## config.mk

```make
export PLATFORM = sky130hd
export DESIGN_NAME = q3c_fsm_bank
export DESIGN_NICKNAME = d
export VERILOG_FILES = /design/src/rtl/q3c_fsm_pkg.sv /design/src/rtl/q3c_fsm_ch.sv /design/src/rtl/q3c_fsm_bank.sv
export SDC_FILE = /design/constraint.sdc
export NUM_CORES = 1
export LEC_CHECK = 0
export CAP_MARGIN = 5
export CORE_UTILIZATION = 42
export CTS_CLUSTER_DIAMETER = 200
export CTS_CLUSTER_SIZE = 10
export DETAILED_ROUTE_END_ITERATION = 7
export PLACE_DENSITY = 0.75
export SYNTH_ARGS = -nofsm -noshare
export SYNTH_HDL_FRONTEND = slang
export SYNTH_SLANG_ARGS = --single-unit
```

## constraint.sdc

```tcl
create_clock -name clk -period 1.7 [get_ports clk]
set_input_delay 0.51 -clock clk [delete_from_list [all_inputs] [get_ports clk]]
set_output_delay 0.51 -clock clk [all_outputs]
set_load 0.02 [all_outputs]
```

## src/rtl/q3c_fsm_pkg.sv

```systemverilog
// Shared types and helpers for the q3c 5-state Moore machine.
// Holds state encoding, next-state, output decode and legality check.
package q3c_fsm_pkg;

  typedef enum logic [2:0] {
    S0 = 3'b000,
    S1 = 3'b001,
    S2 = 3'b010,
    S3 = 3'b011,
    S4 = 3'b100
  } q3c_state_e;

  localparam logic [2:0] MAX_LEGAL = 3'b100;

  function automatic logic is_legal(input logic [2:0] code);
    return code <= MAX_LEGAL;
  endfunction

  // Illegal codes fall back to S0 so nothing outside S0..S4 escapes.
  function automatic q3c_state_e next_state(
    input q3c_state_e s,
    input logic       x
  );
    q3c_state_e n;
    n = S0;
    case (s)
      S0:      n = x ? S1 : S0;
      S1:      n = x ? S4 : S1;
      S2:      n = x ? S1 : S2;
      S3:      n = x ? S2 : S1;
      S4:      n = x ? S4 : S3;
      default: n = S0;
    endcase
    return n;
  endfunction

  function automatic logic z_of(input q3c_state_e s);
    return (s == S3) || (s == S4);
  endfunction

endpackage

```

## src/rtl/q3c_fsm_ch.sv

```systemverilog
// One q3c channel: state register, sticky illegal-load flag, z counter.
// Ports: clk, reset, en, x, load, load_state, err_clr, cnt_clr -> state, z, err, z_count.
module q3c_fsm_ch
  import q3c_fsm_pkg::*;
#(
  parameter int CNT_W = 8
) (
  input  logic             clk,
  input  logic             reset,
  input  logic             en,
  input  logic             x,
  input  logic             load,
  input  logic [2:0]       load_state,
  input  logic             err_clr,
  input  logic             cnt_clr,
  output logic [2:0]       state,
  output logic             z,
  output logic             err,
  output logic [CNT_W-1:0] z_count
);

  localparam logic [CNT_W-1:0] CNT_MAX = '1;

  q3c_state_e       state_q, state_d;
  logic             err_q, err_d;
  logic [CNT_W-1:0] cnt_q, cnt_d;
  logic             z_now;

  always_ff @(posedge clk) begin
    if (reset) begin
      state_q <= S0;
      err_q   <= 1'b0;
      cnt_q   <= '0;
    end else begin
      state_q <= state_d;
      err_q   <= err_d;
      cnt_q   <= cnt_d;
    end
  end

  always_comb begin
    state_d = state_q;
    err_d   = err_q;
    cnt_d   = cnt_q;
    z_now   = z_of(state_q);

    // Set beats clear when both hit the same cycle.
    if (err_clr) err_d = 1'b0;

    if (load) begin
      if (is_legal(load_state)) begin
        state_d = q3c_state_e'(load_state);
      end else begin
        state_d = S0;
        err_d   = 1'b1;
      end
    end else if (en) begin
      state_d = next_state(state_q, x);
    end

    if (cnt_clr) begin
      cnt_d = '0;
    end else if (z_now && (cnt_q != CNT_MAX)) begin
      cnt_d = cnt_q + 1'b1;
    end
  end

  assign state   = state_q;
  assign z       = z_now;
  assign err     = err_q;
  assign z_count = cnt_q;

endmodule

```

## src/rtl/q3c_fsm_bank.sv

```systemverilog
// Bank of NUM_CH independent q3c channels on one clock.
// Slices the per-channel buses and fans err_clr out to every channel.
module q3c_fsm_bank
  import q3c_fsm_pkg::*;
#(
  parameter int NUM_CH = 4,
  parameter int CNT_W  = 8
) (
  input  logic                    clk,
  input  logic                    reset,
  input  logic [NUM_CH-1:0]       en,
  input  logic [NUM_CH-1:0]       x,
  input  logic [NUM_CH-1:0]       load,
  input  logic [3*NUM_CH-1:0]     load_state,
  input  logic                    err_clr,
  input  logic [NUM_CH-1:0]       cnt_clr,
  output logic [3*NUM_CH-1:0]     state,
  output logic [NUM_CH-1:0]       z,
  output logic [NUM_CH-1:0]       err,
  output logic [CNT_W*NUM_CH-1:0] z_count
);

  for (genvar i = 0; i < NUM_CH; i++) begin : g_ch
    q3c_fsm_ch #(
      .CNT_W(CNT_W)
    ) u_ch (
      .clk       (clk),
      .reset     (reset),
      .en        (en[i]),
      .x         (x[i]),
      .load      (load[i]),
      .load_state(load_state[3*i +: 3]),
      .err_clr   (err_clr),
      .cnt_clr   (cnt_clr[i]),
      .state     (state[3*i +: 3]),
      .z         (z[i]),
      .err       (err[i]),
      .z_count   (z_count[CNT_W*i +: CNT_W])
    );
  end

endmodule

```

== Yosys cells after proc, flatten, opt, wreduce, memory -nomap -nowiden ==
Cells that the tools add are included.
Word-level totals
  word-level logic and storage cells: 108
  flip-flop bits (word level): 48
  output and inout port bits: 52
  input bits: 31
Cells by class
  $lt $le $gt $ge: 4
  add/subtract/negate cells: 4
  reduce and logical (&&, ||, !) cells: 20
  muxes and demuxes: 48
  equality and inequality tests: 20
Operators by type and width (count)
  $mux 3: 20
  $pmux 3 s5: 4
  $add 8x1->8 const B: 4
  $ne 8x8->1 const B: 4
  $eq 3x2->1 const B: 8
  $mux 1: 16
  $mux 2: 8
  $eq 3x1->1 const B: 4
  $eq 3x3->1 const B: 4
  $le 3x3->1 const B: 4
  $logic_not 3->1: 4
  $reduce_bool 2->1: 4
  $reduce_or 2->1: 4
  $logic_and 1x1->1: 4
  $logic_or 1x1->1: 4

== Logic depth before layout (Yosys ltp) ==
  word-level depth: 4
  mapped depth: 6
  mapped depth without buffers: 5

== Cells and area by module ==
Synthesis repeated with hierarchy kept, for this count alone.
Second synthesis, totals
  cell total of the unflattened synthesis: 312
  area total of the unflattened synthesis: 2662.6 µm²
By module, submodules not included
  q3c_fsm_ch: area an instance 665.6 µm², sequential area each 240.2 µm², instances 4, cells an instance 78

== Worst setup path after synthesis ==
Ideal clock, no wire load.
  path type: register -> output
  from: register g_ch[2].u_ch.state_q[0]
  to: output z[2]
  data arrival time: 1.353 ns
  buffers on the path: 2
  cell stages (with the launch flop): 5
  path slack: -0.163 ns
  data required time: 1.190 ns
  cells stage by stage: dfxtp_1 > buf_2 > or3b_2 > nand2_1 > buf_4
On the way
  longest elaborated chain between the ends: 2
  elaborated cells on any way between the ends: 3
  those cells by class: 2 x eq/ne; 1 x reduce/logical
RTL lines
  from (decl): line q3c_fsm_ch.sv:24  | q3c_state_e state_q, state_d;
  from (signal assigned): line q3c_fsm_ch.sv:35  | state_q <= state_d;
  $eq 3x2->1 / $eq 3x3->1 (equally long branches): line q3c_fsm_pkg.sv:38  | return (s == S3) || (s == S4);
  $logic_or 1x1->1 *: line q3c_fsm_pkg.sv:38
  to (decl): line q3c_fsm_bank.sv:18  | output logic [NUM_CH-1:0] z,
Every way passes the cells marked *; elsewhere a longest branch is shown, timed or not.

== Final worst setup path ==
  from: register g_ch[3].u_ch.state_q[2]
  to: output z[3]
On the way
  longest elaborated chain between the ends: 2
  elaborated cells on any way between the ends: 3
  those cells by class: 2 x eq/ne; 1 x reduce/logical
RTL lines (line)
  from (decl): q3c_fsm_ch.sv:24
  from (signal assigned): q3c_fsm_ch.sv:35
  $eq 3x2->1 / $eq 3x3->1 (equally long branches): q3c_fsm_pkg.sv:38
  $logic_or 1x1->1 *: q3c_fsm_pkg.sv:38
Marks and branches as above.

==> impl_summary.log <==
INFO  metric cts_made_buffers = 5
INFO  metric detailedRoute.firstPassIterationCount = 4
INFO  metric grt_first_pass_wirelength = roughly 11000 um
INFO  metric dpl-instance-area = approximately 3800 um2
INFO  metric top_level_ports = 83
INFO  metric layout_min_cycle_time = about 1.7 ns
INFO  metric htree_levels = 2
INFO  metric critPathTopFamily = simple AND/OR/NAND/NOR gates
INFO  metric static-leakage-power = ~1.7 nW
INFO  metric worstSkewPairLatency = a little under 0.3 ns
INFO  metric seq_power_share = 49.5%
INFO  metric setup.worst_path.end_class = primary output
INFO  metric antenna_cells = 0
INFO  metric maxCapViolCount = 0
INFO  metric gp_routability_congestion = between 0.7 and 0.8
INFO  metric power_density = ~600 nW/um2
INFO  metric tritoncts = yes
INFO  metric wl = around 7000 um
INFO  metric grt.met3_usage = under 10%
INFO  metric dieArea = 6740 um2
INFO  metric vias_per_cell = around 5.5
INFO  metric ant_nets = 0
INFO  metric startpoint_class = register
INFO  metric max-vdd-ir-drop = approximately 0.44 mV
INFO  metric status = finished with violations
INFO  metric dp.final_hpwl = ~5300 um
INFO  metric drive_above_1_share = 19.4%
INFO  metric grt_usage = 21.1%
INFO  metric cp.arrival = about 1.2 ns
INFO  metric timing.critical_path.required = 1.19 ns
INFO  metric syn_to_final_growth = 46.1%
INFO  metric synthFlopType = sky130_fd_sc_hd__dfxtp_1
INFO  metric hold_path_class = reg2reg
INFO  metric kind_of_critical_path = reg2out
INFO  metric yosys.area.top_type_share = 35.7%
INFO  metric grt-busiest-layer = met2
INFO  metric synth_seq_area_share = between 30% and 40%
INFO  metric timing.critical_path.fanout_max = 3
INFO  metric violations = setup timing
INFO  metric postLayoutCoreUtil = roughly two thirds
INFO  metric power.share.switching = around a quarter
INFO  metric grt_remaining_overflow = 0
INFO  metric worst_slew_pin_slew = ~0.34 ns
INFO  metric ctsLongestPathBuffers = 2
INFO  metric cpPeakStageDelay = roughly 0.34 ns
INFO  metric route.detailed.wl_per_inst = 13.5 um
INFO  metric cts_hold_repair.buffers = 0
INFO  metric power.net_switching = between 600 and 700 uW
INFO  metric power.combinational.fraction = between 20% and 30%
INFO  metric die_width = around 82 um
INFO  metric p_clk_share = between 20% and 30%
INFO  metric gr-usage-met1 = a little under a quarter
INFO  metric final.setup_skew = approximately 0.0029 ns
INFO  metric syn-num-nets = between 300 and 400
INFO  metric ys_ff_latch = 48
INFO  metric floorplan.rows = 28
INFO  metric num-fill-cells = between 500 and 600
INFO  metric core_ar = just over 6000 um2
INFO  metric layout_worst_path_cycle_share = 101%
INFO  metric worst_slack = -0.00994 ns
INFO  metric synth_warnings = 0
INFO  metric setup_violations = 3
INFO  metric final_max_slew_viol_count = 0
INFO  metric dpl.cell_count = 507
INFO  metric drcViolationCount = 0
INFO  metric die_h = 82.1 um
INFO  metric stdcell_count = between 500 and 600
INFO  metric cts-root-buf = sky130_fd_sc_hd__clkbuf_8
INFO  metric antenna_found_initial = 0
INFO  metric vias = between 2000 and 3000
INFO  metric synth_area_leader_cell = sky130_fd_sc_hd__dfxtp_1
INFO  metric final-hold-violation-count = 0
INFO  metric fin_nets = around 480
INFO  metric detail_route.iter0.violations = between 70 and 80
INFO  metric critical_path.n_buffers_inverters = 1
INFO  metric total_power_draw = between 2 and 2.5 mW
INFO  metric clock.fmax = roughly 580 MHz
INFO  metric critical_path.slowest_cell = sky130_fd_sc_hd__dfxtp_2
INFO  metric use_met2 = about two fifths
INFO  metric synthesis.area = about 2700 um2
INFO  metric internal_power = 1.74 mW
INFO  metric fin_area = a little under 4000 um2
INFO  metric vias_in_the_first_global_route = between 2000 and 3000
INFO  metric syn-mean-instance-area = approximately 8.2 um2
INFO  metric synthesis.instances = 330
INFO  metric port-buffer-count = 82
INFO  metric cts.sink_count = between 40 and 50
INFO  metric crit_chain = and3b_2 -> or2_4 -> buf_6
INFO  metric worst_slew_margin_rel = 77.1%
INFO  metric grt_setup_unrepaired = yes
INFO  metric cts.reportedPaths.clkPinSlew = roughly 0.080 ns
INFO  metric postSynth.asyncResetShare = 0%
INFO  metric initial_utilization = 44.4%
INFO  metric synth-edff-count = 0
INFO  metric yosys-top-cells-area = sky130_fd_sc_hd__dfxtp_1 36%, sky130_fd_sc_hd__a21oi_1 4.8%, sky130_fd_sc_hd__nand2b_1 4.6%
INFO  metric synthDistinctLibCells = 46
INFO  metric pin_count_of_the_biggest_net_entering_global_routing = 14
-- placed cells by master, fill, tap and decap left out, types with 3 or more instances in the layout --
| cell type | n |
|---|---|
| sky130_fd_sc_hd__o21ai_0 | 15 |
| sky130_fd_sc_hd__clkbuf_8 | 6 |
| sky130_fd_sc_hd__nand2_2 | 3 |
| sky130_fd_sc_hd__nor2_1 | 26 |
| sky130_fd_sc_hd__or4_1 | 4 |
| sky130_fd_sc_hd__nand3b_1 | 7 |
| sky130_fd_sc_hd__nand2_1 | 19 |
| sky130_fd_sc_hd__a21oi_1 | 26 |
| sky130_fd_sc_hd__nand3_1 | 14 |
| sky130_fd_sc_hd__nand2b_1 | 20 |
| sky130_fd_sc_hd__a221oi_1 | 4 |
| sky130_fd_sc_hd__nor2b_1 | 3 |
| sky130_fd_sc_hd__a211oi_1 | 14 |
| sky130_fd_sc_hd__dfxtp_1 | 40 |
| sky130_fd_sc_hd__a311oi_1 | 5 |
| sky130_fd_sc_hd__o31ai_1 | 3 |
| sky130_fd_sc_hd__nand4_1 | 7 |
| sky130_fd_sc_hd__mux2i_1 | 4 |
| sky130_fd_sc_hd__buf_4 | 47 |
| sky130_fd_sc_hd__xor2_1 | 12 |
| sky130_fd_sc_hd__or3_1 | 8 |
| sky130_fd_sc_hd__buf_6 | 4 |
| sky130_fd_sc_hd__inv_1 | 4 |
| sky130_fd_sc_hd__or3b_4 | 3 |
| sky130_fd_sc_hd__o211ai_1 | 5 |
| sky130_fd_sc_hd__nor3_1 | 19 |
| sky130_fd_sc_hd__dfxtp_2 | 8 |
| sky130_fd_sc_hd__ha_1 | 4 |
| sky130_fd_sc_hd__dlygate4sd2_1 | 46 |
| sky130_fd_sc_hd__or2_2 | 4 |
| sky130_fd_sc_hd__clkdlybuf4s50_1 | 30 |
-- tightest hold or removal path, stage by stage (launching register included) --
cell and delay (ns):
sky130_fd_sc_hd__dfxtp_1 0.31, sky130_fd_sc_hd__nand2b_1 0.06, sky130_fd_sc_hd__a21oi_1 0.06
-- cell usage after synthesis (all sizes together), types with 8 or more instances --
cell type and number:
dfxtp 48, nand2b 20, or3 8, a21oi 27
clkbuf 8, o21ai 16, a211oi 14, buf 15
nor3 19, nor2 26, xor2 12, nand3 14
nand2 22
-- worst paths after layout --
path | startpoint | endpoint | slack (ns) | depth (start not counted)
setup / recovery | g_ch[3].u_ch.state[2] | z[3] | -0.01 | 3
hold / removal | g_ch[0].u_ch.err | g_ch[0].u_ch.err | 0.48 | 2
setup reg to reg | g_ch[1].u_ch.state[0] | g_ch[1].u_ch.z_count[6] | 0.06 | 5
hold reg to reg | g_ch[0].u_ch.err | g_ch[0].u_ch.err | 0.48 | 2
-- per-stage QoR --
stage	setup slack, ns	hold WS (ns)	TNS [ns]
after floorplan	-0.0163	0.450	-0.0163
after global placement	-0.163	0.457	-2.14
after detailed placement	-0.208	0.467	-2.84
after CTS	-0.0211	0.480	-0.0476
after global routing	-0.0592	0.504	-0.238
final	-0.00994	0.477	-0.0157
-- per-layer routing --
layer	up-vias	part of all wire (%)
met2	74	51
li1	1430	-
met4	0	0.95
met5	-	0
met1	1363	43
met3	7	5.0
-- logic make-up (layout without fill, tap and decap cells) --
family,count (synthesis),in the layout,share of synthesized area (%)
AND/OR/NAND/NOR,151,151,30.8
AO/OA/AOI/OAI,83,83,20.7
flip-flops,48,48,35.7
buffers and inverters,27,141,5.16
XOR/XNOR,12,12,3.90
multiplexers,5,5,1.91
adder cells (fa/ha/maj),4,4,1.86
-- sequential cells by signal, summed over array words and instances (netlist names) --
name,count
g_ch.u_ch.err,4
g_ch.u_ch.z_count,32
g_ch.u_ch.state,12
-- final cells by class --
cell class	instances	area [um2]	share of cell area, %
flip-flops and latches	48	971	24.7
clock buffers	8	90.1	2.29
inverters	4	15.0	0.382
multi-input cells	255	1640	41.8
repair buffers	129	1120	28.5
well taps	75	93.8	2.39
-- power groups by stage --
stage | registers (mW) | logic [mW] | clock network (mW)
global placement | 1.19 | 0.489 | 0
finish | 1.17 | 0.499 | 0.694
floorplan | 1.23 | 0.227 | 0
CTS | 1.17 | 0.486 | 0.719
detailed placement | 1.20 | 0.497 | 0
global route | 1.18 | 0.540 | 0.768
-- timing repair --
action,4_1_cts,5_1_grt
pin swaps,0,3
gates resized for setup,79,10
setup endpoints to repair,52,18
setup buffers,0,4
Power figures use the tool's default switching activity.
